File: src/rtl/hazard_pkg.sv
`default_nettype none
// ============================================================================
// Module : hazard_pkg
// Brief  : Shared types, codes and helpers for the pipeline hazard controller.
// Rev    : 1.0  initial release
// ============================================================================
package hazard_pkg;

  // Tuse code for "this source register is not read"
  localparam logic [2:0] TUSE_NONE = 3'd7;

  // MDU busy lengths, used only when MDU_STALL_EN is defined
  localparam int MULT_CYC = 5;
  localparam int DIV_CYC  = 10;

  // Forwarding mux select codes
  localparam logic [1:0] FWD_GRF = 2'd0;
  localparam logic [1:0] FWD_E   = 2'd1;
  localparam logic [1:0] FWD_M   = 2'd2;
  localparam logic [1:0] FWD_W   = 2'd3;

  // MDU operation class seen in D
  typedef enum logic [1:0] {
    MD_NONE = 2'd0,
    MD_MULT = 2'd1,
    MD_DIV  = 2'd2,
    MD_HILO = 2'd3
  } md_op_e;

  // Shadow pipeline record carried through E, M and W
  typedef struct packed {
    logic [4:0] waddr;
    logic [2:0] tnew;
    logic [4:0] rs;
    logic [4:0] rt;
  } stage_rec_t;

  // Tnew counts down one per stage and sticks at zero
  function automatic logic [2:0] tnew_dec(input logic [2:0] t);
    return (t == 3'd0) ? 3'd0 : t - 3'd1;
  endfunction

  // Register 0 never matches anything
  function automatic logic reg_hit(input logic [4:0] waddr, input logic [4:0] src);
    return (src != 5'd0) && (waddr == src);
  endfunction

endpackage
`default_nettype wire

File: src/rtl/hazard_stage_reg.sv
`default_nettype none
// ============================================================================
// Module : hazard_stage_reg
// Brief  : One shadow pipeline record with async clear, bubble insertion and
//          optional saturating Tnew decrement on load.
// Rev    : 1.0  initial release
// ============================================================================
module hazard_stage_reg
  import hazard_pkg::*;
#(
  parameter bit DEC_TNEW = 1'b1
) (
  input  logic       clk,
  input  logic       rst_n,
  input  logic       bubble,
  input  stage_rec_t din,
  output stage_rec_t q
);

  stage_rec_t nxt;

  // Value to load: incoming record, Tnew aged by one stage when enabled
  always_comb begin
    nxt = din;
    if (DEC_TNEW) begin
      nxt.tnew = tnew_dec(din.tnew);
    end
  end

  // Record register; a bubble loads an all-zero (no-write) record
  always_ff @(posedge clk or negedge rst_n) begin
    if (!rst_n) begin
      q <= '0;
    end else if (bubble) begin
      q <= '0;
    end else begin
      q <= nxt;
    end
  end

endmodule
`default_nettype wire

File: src/rtl/hazard_ctrl.sv
`default_nettype none
// ============================================================================
// Module : hazard_ctrl
// Brief  : Stall / forwarding scheduler for the 5-stage MIPS pipeline, driven
//          by Tuse/Tnew decode results and a private E/M/W shadow pipeline.
// Config : MDU_STALL_EN adds d_md_op and the multiply/divide busy stall.
// Rev    : 1.0  initial release
// ============================================================================
module hazard_ctrl
  import hazard_pkg::*;
(
  input  logic       clk,
  input  logic       rst_n,
  input  logic [4:0] d_rs,
  input  logic [4:0] d_rt,
  input  logic [2:0] d_rs_tuse,
  input  logic [2:0] d_rt_tuse,
  input  logic [4:0] d_waddr,
  input  logic [2:0] d_tnew,
`ifdef MDU_STALL_EN
  input  logic [1:0] d_md_op,
`endif
  output logic       stall,
  output logic       pc_en,
  output logic       fd_en,
  output logic       e_flush,
  output logic [1:0] fwd_rs_d,
  output logic [1:0] fwd_rt_d,
  output logic [1:0] fwd_rs_e,
  output logic [1:0] fwd_rt_e,
  output logic       fwd_rt_m
);

  stage_rec_t d_rec;
  stage_rec_t e_rec;
  stage_rec_t m_rec;
  stage_rec_t w_rec;
  logic       stall_rs;
  logic       stall_rt;
  logic       stall_md;

  // Pack the D decode results as the record that enters E
  always_comb begin
    d_rec.waddr = d_waddr;
    d_rec.tnew  = d_tnew;
    d_rec.rs    = d_rs;
    d_rec.rt    = d_rt;
  end

  // E keeps Tnew as decoded; M and W age it by one per stage
  hazard_stage_reg #(.DEC_TNEW(1'b0)) u_rec_e (
    .clk    (clk),
    .rst_n  (rst_n),
    .bubble (stall),
    .din    (d_rec),
    .q      (e_rec)
  );

  hazard_stage_reg #(.DEC_TNEW(1'b1)) u_rec_m (
    .clk    (clk),
    .rst_n  (rst_n),
    .bubble (1'b0),
    .din    (e_rec),
    .q      (m_rec)
  );

  hazard_stage_reg #(.DEC_TNEW(1'b1)) u_rec_w (
    .clk    (clk),
    .rst_n  (rst_n),
    .bubble (1'b0),
    .din    (m_rec),
    .q      (w_rec)
  );

  // Source-operand stalls: the producer in E or M is not ready by the time D needs it
  always_comb begin
    stall_rs = (d_rs_tuse != TUSE_NONE) &&
               ((reg_hit(e_rec.waddr, d_rs) && (e_rec.tnew > d_rs_tuse)) ||
                (reg_hit(m_rec.waddr, d_rs) && (m_rec.tnew > d_rs_tuse)));
    stall_rt = (d_rt_tuse != TUSE_NONE) &&
               ((reg_hit(e_rec.waddr, d_rt) && (e_rec.tnew > d_rt_tuse)) ||
                (reg_hit(m_rec.waddr, d_rt) && (m_rec.tnew > d_rt_tuse)));
  end

`ifdef MDU_STALL_EN
  logic [1:0] e_md_op;
  logic [3:0] busy;
  logic       start_e;

  assign start_e = (e_md_op == MD_MULT) || (e_md_op == MD_DIV);

  // MDU class rides alongside the E record and is bubbled the same way
  always_ff @(posedge clk or negedge rst_n) begin
    if (!rst_n) begin
      e_md_op <= MD_NONE;
    end else if (stall) begin
      e_md_op <= MD_NONE;
    end else begin
      e_md_op <= d_md_op;
    end
  end

  // Busy counter starts when a mult/div leaves E, then counts down to zero
  always_ff @(posedge clk or negedge rst_n) begin
    if (!rst_n) begin
      busy <= 4'd0;
    end else if (start_e) begin
      busy <= (e_md_op == MD_MULT) ? 4'(MULT_CYC) : 4'(DIV_CYC);
    end else if (busy != 4'd0) begin
      busy <= busy - 4'd1;
    end
  end

  // Any MDU access in D waits while a mult/div is in E or still busy
  always_comb begin
    stall_md = (d_md_op != MD_NONE) && ((busy != 4'd0) || start_e);
  end
`else
  // No MDU interlock in this build
  always_comb begin
    stall_md = 1'b0;
  end
`endif

  // Stall fans out to the front-end enables and the D/E bubble
  always_comb begin
    stall   = stall_rs | stall_rt | stall_md;
    pc_en   = ~stall;
    fd_en   = ~stall;
    e_flush = stall;
  end

  // D forwarding: youngest ready producer wins, E > M > W
  always_comb begin
    fwd_rs_d = FWD_GRF;
    if (reg_hit(e_rec.waddr, d_rs) && (e_rec.tnew == 3'd0)) begin
      fwd_rs_d = FWD_E;
    end else if (reg_hit(m_rec.waddr, d_rs) && (m_rec.tnew == 3'd0)) begin
      fwd_rs_d = FWD_M;
    end else if (reg_hit(w_rec.waddr, d_rs) && (w_rec.tnew == 3'd0)) begin
      fwd_rs_d = FWD_W;
    end
    fwd_rt_d = FWD_GRF;
    if (reg_hit(e_rec.waddr, d_rt) && (e_rec.tnew == 3'd0)) begin
      fwd_rt_d = FWD_E;
    end else if (reg_hit(m_rec.waddr, d_rt) && (m_rec.tnew == 3'd0)) begin
      fwd_rt_d = FWD_M;
    end else if (reg_hit(w_rec.waddr, d_rt) && (w_rec.tnew == 3'd0)) begin
      fwd_rt_d = FWD_W;
    end
  end

  // E forwarding from M then W, and M store-data forwarding from W
  always_comb begin
    fwd_rs_e = FWD_GRF;
    if (reg_hit(m_rec.waddr, e_rec.rs) && (m_rec.tnew == 3'd0)) begin
      fwd_rs_e = FWD_M;
    end else if (reg_hit(w_rec.waddr, e_rec.rs) && (w_rec.tnew == 3'd0)) begin
      fwd_rs_e = FWD_W;
    end
    fwd_rt_e = FWD_GRF;
    if (reg_hit(m_rec.waddr, e_rec.rt) && (m_rec.tnew == 3'd0)) begin
      fwd_rt_e = FWD_M;
    end else if (reg_hit(w_rec.waddr, e_rec.rt) && (w_rec.tnew == 3'd0)) begin
      fwd_rt_e = FWD_W;
    end
    fwd_rt_m = reg_hit(w_rec.waddr, m_rec.rt) && (w_rec.tnew == 3'd0);
  end

  // Source fields of the later records are carried for uniformity only
  logic unused_rec_bits;
  assign unused_rec_bits = ^{m_rec.rs, w_rec.rs, w_rec.rt};

endmodule
`default_nettype wire

File: config.mk
export PLATFORM = sky130hd
export DESIGN_NAME = hazard_ctrl
export DESIGN_NICKNAME = d
export VERILOG_FILES = /design/src/rtl/hazard_pkg.sv /design/src/rtl/hazard_stage_reg.sv /design/src/rtl/hazard_ctrl.sv
export SDC_FILE = /design/constraint.sdc
export NUM_CORES = 1
export LEC_CHECK = 0
export ABC_AREA = 0
export CAP_MARGIN = 10
export CELL_PAD_IN_SITES_DETAIL_PLACEMENT = 1
export CELL_PAD_IN_SITES_GLOBAL_PLACEMENT = 2
export CORE_MARGIN = 2
export CORE_UTILIZATION = 33
export CTS_CLUSTER_DIAMETER = 60
export DETAILED_ROUTE_END_ITERATION = 7
export MAX_ROUTING_LAYER = met4
export PLACE_DENSITY = 0.84
export SYNTH_ARGS = -nofsm -noshare
export SYNTH_HDL_FRONTEND = slang
export SYNTH_SLANG_ARGS = --single-unit
File: constraint.sdc
create_clock -name clk -period 2.95 [get_ports clk]
set_clock_uncertainty 0.05 [all_clocks]
set_input_delay 0.4425 -clock clk [delete_from_list [all_inputs] [get_ports clk]]
set_output_delay 0.4425 -clock clk [all_outputs]
set_load 0.02 [all_outputs]
Word level (Yosys, flattened, before mapping)
Cells that the tools add are included.
Storage, ports and cells
  bits in registers: 39
  bits in latches: 0
  RAM bits: 0
  memory bits (read-only): 0
  input bits: 26
  output and inout bits: 13
  logic and storage cells: 81
  memories: 0
Operators by class
  add/sub/neg operators: 2
  $mul: 0
  divide/modulo/power cells: 0
  magnitude comparators: 4
  equality and inequality tests: 13
  shift operators: 0
  mux-type cells: 13
  bitwise gates (word level): 2
  reductions and logical operators: 38
Operators with widths (number)
  5-bit equality test: 11
  1-bit logical AND: 28
  5-bit nonzero test: 5
  2-bit 2-to-1 mux: 10
  18-bit 2-to-1 mux: 1
  3-bit greater-than comparator: 4
  3-bit logical NOT: 3
  3-bit 2-to-1 mux: 2
  3-bit != test, second input constant: 2
  3-bit by 1-bit subtractor with 3-bit output, second input constant: 2
  1-bit logical OR: 2
  1-bit inverter: 1
  1-bit OR: 1

Logic depth before layout (Yosys ltp)
  word-level depth: 7
  mapped depth: 9
  gate-level depth less buffers: 7

Hierarchy
A second synthesis with hierarchy kept.
Second synthesis, totals
  cells, all modules: 284
  area, all modules: 2982.9 sq um
By module, submodules not included
  hazard_stage_reg at u_rec_m ...: times used 2, cells each 43, area an instance 630.6 sq um, seq. area each 450.4 sq um
  hazard_ctrl: times used 1, cells each 161, area an instance 1142.3 sq um, seq. area each 0.0 sq um
  hazard_stage_reg at u_rec_e: times used 1, cells each 37, area an instance 579.3 sq um, seq. area each 450.4 sq um

Least setup slack after synthesis
No wires, ideal clock.
  kind: input-to-output
  start: input port d_rt_tuse[1]
  end: output port pc_en
  arrival time: 2139 ps
  data required time: 2457 ps
  path slack: 319 ps
  stages on the path: 9
  buffers on the path: 2
  cell sequence: inv_1 -> ha_1 -> nor2b_1 -> o21a_1 -> o21a_1 -> a22o_1 -> buf_6 -> nor2_1 -> buf_4
Between the ends
  cells in the longest elaborated chain, start to end: 6
  elaborated cells between the ends (all ways): 9
  classes of those cells: 2 x order compare; 1 x eq/ne; 2 x bitwise; 4 x reduce/logical
Ends and longest elaborated chain
  start: declaration: line hazard_ctrl.sv:17  | input logic [2:0] d_rt_tuse,
  3-bit greater-than comparator (on tied branches): line hazard_ctrl.sv:81, hazard_ctrl.sv:82
  1-bit logical AND (on tied branches): line hazard_ctrl.sv:81, hazard_ctrl.sv:82
  1-bit logical OR: line hazard_ctrl.sv:81  | ((reg_hit(e_rec.waddr, d_rt) && (e_rec.tnew > d_rt_tuse)) ||
  1-bit logical AND *: line hazard_ctrl.sv:80  | stall_rt = (d_rt_tuse != TUSE_NONE) &&
  1-bit OR *: line hazard_ctrl.sv:127  | stall = stall_rs | stall_rt | stall_md;
  1-bit inverter *
  end: declaration: line hazard_ctrl.sv:24  | output logic pc_en,
Every way passes the cells marked *; elsewhere a longest branch is shown, timed or not.

Worst setup path after layout
  start: input port d_rt_tuse[1]
  end: output port stall
Between the ends
  cells in the longest elaborated chain, start to end: 5
  elaborated cells between the ends (all ways): 8
  classes of those cells: 2 x order compare; 1 x eq/ne; 1 x bitwise; 4 x reduce/logical
Ends and longest elaborated chain
  3-bit greater-than comparator (on tied branches): line hazard_ctrl.sv:81, hazard_ctrl.sv:82
  1-bit logical AND (on tied branches): line hazard_ctrl.sv:81, hazard_ctrl.sv:82
  1-bit logical OR: line hazard_ctrl.sv:81
  1-bit logical AND *: line hazard_ctrl.sv:80
  1-bit OR *: line hazard_ctrl.sv:127
  end: declaration: line hazard_ctrl.sv:23  | output logic stall,
Marked as above.

==> results by stage <==
Route:
- After detailed routing, the average wire length per cell comes to 15.1 µm.
- The pre-antenna-repair detailed-routing pass consisted of 4 iterations.
- After detailed routing, the met3 layer carries 161 µm of wire.
- In the routed design, unresolved DRC markers number 0.
- For this block, wires on met1 add up to 2690 µm.
- The final antenna-violating net count is 0.
- In this run the top signal layer used is met4.
- Using the TritonRoute via totals, the vias-per-cell ratio works out to 4.76.
- The detailed router's first-iteration violation count is 63.
- The met2 layer wire length in the routed design is 3150 µm.
- The total number of vias is 1,936.
- The overall routed net length is 6140 µm.

Floorplanning:
- In this run the standard cell core region covers 7180 µm².
- The die is 89.6 µm wide.
- The floorplan step defined a die boundary enclosing 8030 µm².
- For this design the top-level I/O count stands at 39.
- The row count is 31.
- The overall die height is 89.6 µm.
- The initial utilization of the core area, before any placement, comes to 33.7%.

Synth:
- In this run, synthesis produced a sequential element count of 39.
- The count of flip-flops with a built-in enable after synthesis is 0.
- The biggest area contributor in the post-synthesis netlist is dfrtp_1.
- In the post-synthesis netlist, the biggest area contributors are dfrtp_1 (40%), xor2_1 (11%), xnor2_1 (8.7%), ha_1 (7.2%), nor3_1 (5.6%).
- After synthesis, the largest area contributor takes up 40.4% of total cell area.
- The most repeated cell in the gate-level netlist after synthesis is dfrtp_1.
- The primary flip-flop cell chosen by synthesis mapping is dfrtp_1.
- The fraction of the yosys area taken by sequential cells is 40.4%.
- The mapped netlist covers 2420 µm².
- In the synthesized netlist, the number of instances is 253.
- Sorting the synthesized cells by how often they occur yields dfrtp_1 (39), xor2_1 (30), nor3_1 (27).
- For this run, asynchronously set or reset flops after synthesis account for 100%.
- The count of distinct cell types in the synthesized netlist is 33.
- The mean cell area of the mapped netlist is 9.56 µm².
- The number of warnings issued by yosys is 0.
- The net count after synthesis is 293.

CTS:
- The library cell used as clock root buffer is clkbuf_8.
- The total clock buffers created by CTS is 5.
- The clock tree synthesis step divided the H-tree into 2 levels.
- The deepest clock path buffer count is 2.
- The total number of clock tree sinks is 39.
- The clock transition time at the flip-flop clock pins of the worst setup and hold paths is 0.07 ns.
- The clock latency reported for the late side of the worst-skew pair is 0.29 ns.
- The clock tree from TritonCTS is yes.

Timing:
- In the finished design, the share of the clock period the worst path needs comes to 97.8%.
- The number of endpoints failing setup at the final stage is 0.
- Headroom to the max-slew limit came out at 41.3%.
- The maximum clock rate is 347 MHz.
- The number of pins with negative max-slew slack in the final report came to 0.
- The post-route worst hold slack is 0.222 ns.
- At the pin with the least slew margin, the transition time is 0.880 ns.
- The number of hold violations in the final report came to 0.
- The post-route minimum period is 2.89 ns.

Global route:
- The initial antenna violation count is 0.
- The first global-routing pass estimated 10,100 µm of wire.
- The via count of the first global-routing pass was 2,136.
- The global-route usage over all layers is 17.4%.
- The pin count of the biggest net entering global routing is 40.
- The residual overflow from global routing is 0.

Layout:
- In the final layout, flip-flops and latches occupy 976 µm².
- The antenna diode instance count is 0.
- The cell area after layout is 3180 µm².
- Of the cells placed in the final design, the portion with a size suffix greater than 1 is 17.2%.
- The area of the multi-input gates is 1290 µm².
- Compared with the post-synthesis result, the final layout area differs by 31.6%.
- The filler cell count is 831.
- The final-stage net count is 347.

Power and ir drop:
- The maximum vdd ir drop is 0.000240 V.
- In this run the power density over the cells is 477 nW/µm².
- The analysis attributes to cell leakage a power of 1.46 nW.

Critical path:
- The capture instance of the worst register-to-register path is u_rec_e.q[9].
- For the worst flop-to-flop path, the logic depth is 7.
- Walking the worst path, the cells encountered are clkdlybuf4s50_1 -> inv_2 -> buf_4 -> ha_1 -> nor2b_1 -> o21a_1 -> o21ai_2 -> o22ai_2 -> or2_4 -> buf_4.
- The most repeated library cell on the critical path is buf_4.
- The worst setup path is captured at a primary output.
- The element type at the critical path start is a primary input.
- The data arrival time of the critical path is 2.39 ns.
- The startpoint of the lowest-slack register-to-register path is u_rec_e.q[11].
- The worst setup path is of the primary input to primary output kind.
- For the worst setup path, the data required time is 2.46 ns.
- For this design, the slowest cell found on the critical path is clkdlybuf4s50_1.
- The critical path's largest stage delay is 0.49 ns.
- The largest fanout of any net on the critical path is 4.
- Across all register-to-register paths, the minimum setup slack is 0.92 ns.

Placement:
- The number of port buffers is 38.
- The detailed placer's ending HPWL is 4820 µm.
- In this run the cell area measured after placement is 2990 µm².
- The final estimated routing congestion in global placement is 0.772.

Run status:
- The run finished with clean final reports.

Min path:
- The tightest min-delay check is of the primary input to asynchronous set/reset pin type.

Job:
- The tool flagged a number of max-cap violations equal to 0.
[critical path, delay by kind of cell]
family                   cells  cell delay, ns
AO/OA/AOI/OAI                3            0.42
adder cells (fa/ha/maj)      1            0.29
buffers and inverters        4            0.83
AND/OR/NAND/NOR              2            0.40
[through the flow]
stage	utilization, %	power (W)	cells	setup TNS (ns)	worst slack, ns
2_1_floorplan	-	0.000855	253	0	0.319
3_3_place_gp	41.7	0.000979	397	-1.98	-0.351
3_5_place_dp	41.7	0.000997	397	-2.13	-0.396
4_1_cts	43.3	0.00152	405	0	0.00196
5_1_grt	44.3	0.00161	407	-0.00446	-0.00446
6_report	44.3	0.00152	407	0	0.0649
[metal layers]
layer | up-vias | track usage (%)
li1 | 942 | -
met5 | - | -
met1 | 946 | 21.0
met3 | 12 | 2.47
met2 | 36 | 30.1
met4 | 0 | 5.56
[kinds of logic after synthesis]
family                     count (synthesis)  share of synthesized area [%]
and+or+nand+nor                           82                           18.8
xor gates and xnor gates                  54                           19.6
buffers and inverters                     43                           8.48
DFF                                       39                           40.4
AOI/OAI and AO/OA                         21                           5.59
adders and majority gates                 14                           7.24
[final cells by class]
cell class	instances	share of cell area, %
clock inverter	2	1.89
timing repair buffer	64	17.5
tap	99	3.89
sequential	39	30.7
multi-input combinational	171	40.7
inverter	26	3.07
clock buffer	6	2.28
[report_power, final]
| part | switching [W] | internal, W | total, W |
|---|---|---|---|
| Clock | 0.000185 | 0.000338 | 0.000523 |
| Sequential | 0.0000711 | 0.000582 | 0.000653 |
| Combinational | 0.000163 | 0.000179 | 0.000342 |
[worst max path at each step]
stage                       from    end
finish              d_rt_tuse[1]  stall
global route        d_rt_tuse[1]  stall
CTS                 d_rs_tuse[1]  stall
detailed placement  d_rt_tuse[1]  stall
global placement    d_rt_tuse[1]  stall
floorplan           d_rt_tuse[1]  pc_en
[placed cells by master, fill, tap and decap left out, types with 2 or more instances in the layout]
cell type         n
o21a_1            6
and3_1            2
nand2_1           8
clkdlybuf4s50_1  27
ha_1             12
o21ai_0           4
dfrtp_1          39
dlygate4sd2_1     2
a31oi_1           4
ha_4              2
nor2b_1           6
nor3_2            3
and2_1            2
nor2_1           11
clkbuf_8          5
bufinv_16         2
nand4_1           9
o21ai_1           2
xnor2_1          24
buf_2             3
buf_4            27
dlymetal6s2s_1    2
nor4_1            5
nor3_1           27
xor2_1           30
inv_1            25
[sequential cells by signal, indices dropped and copies added, names as in the netlist]
name       flops
u_rec_w.q      8
u_rec_m.q     13
u_rec_e.q     18
[repair_timing]
action,CTS,global route
setup buffers,0,2
hold buffers,0,0
gates resized for setup,23,17
pin swaps,1,5
setup endpoints to repair,8,9
(Power assumes the default switching activity.)
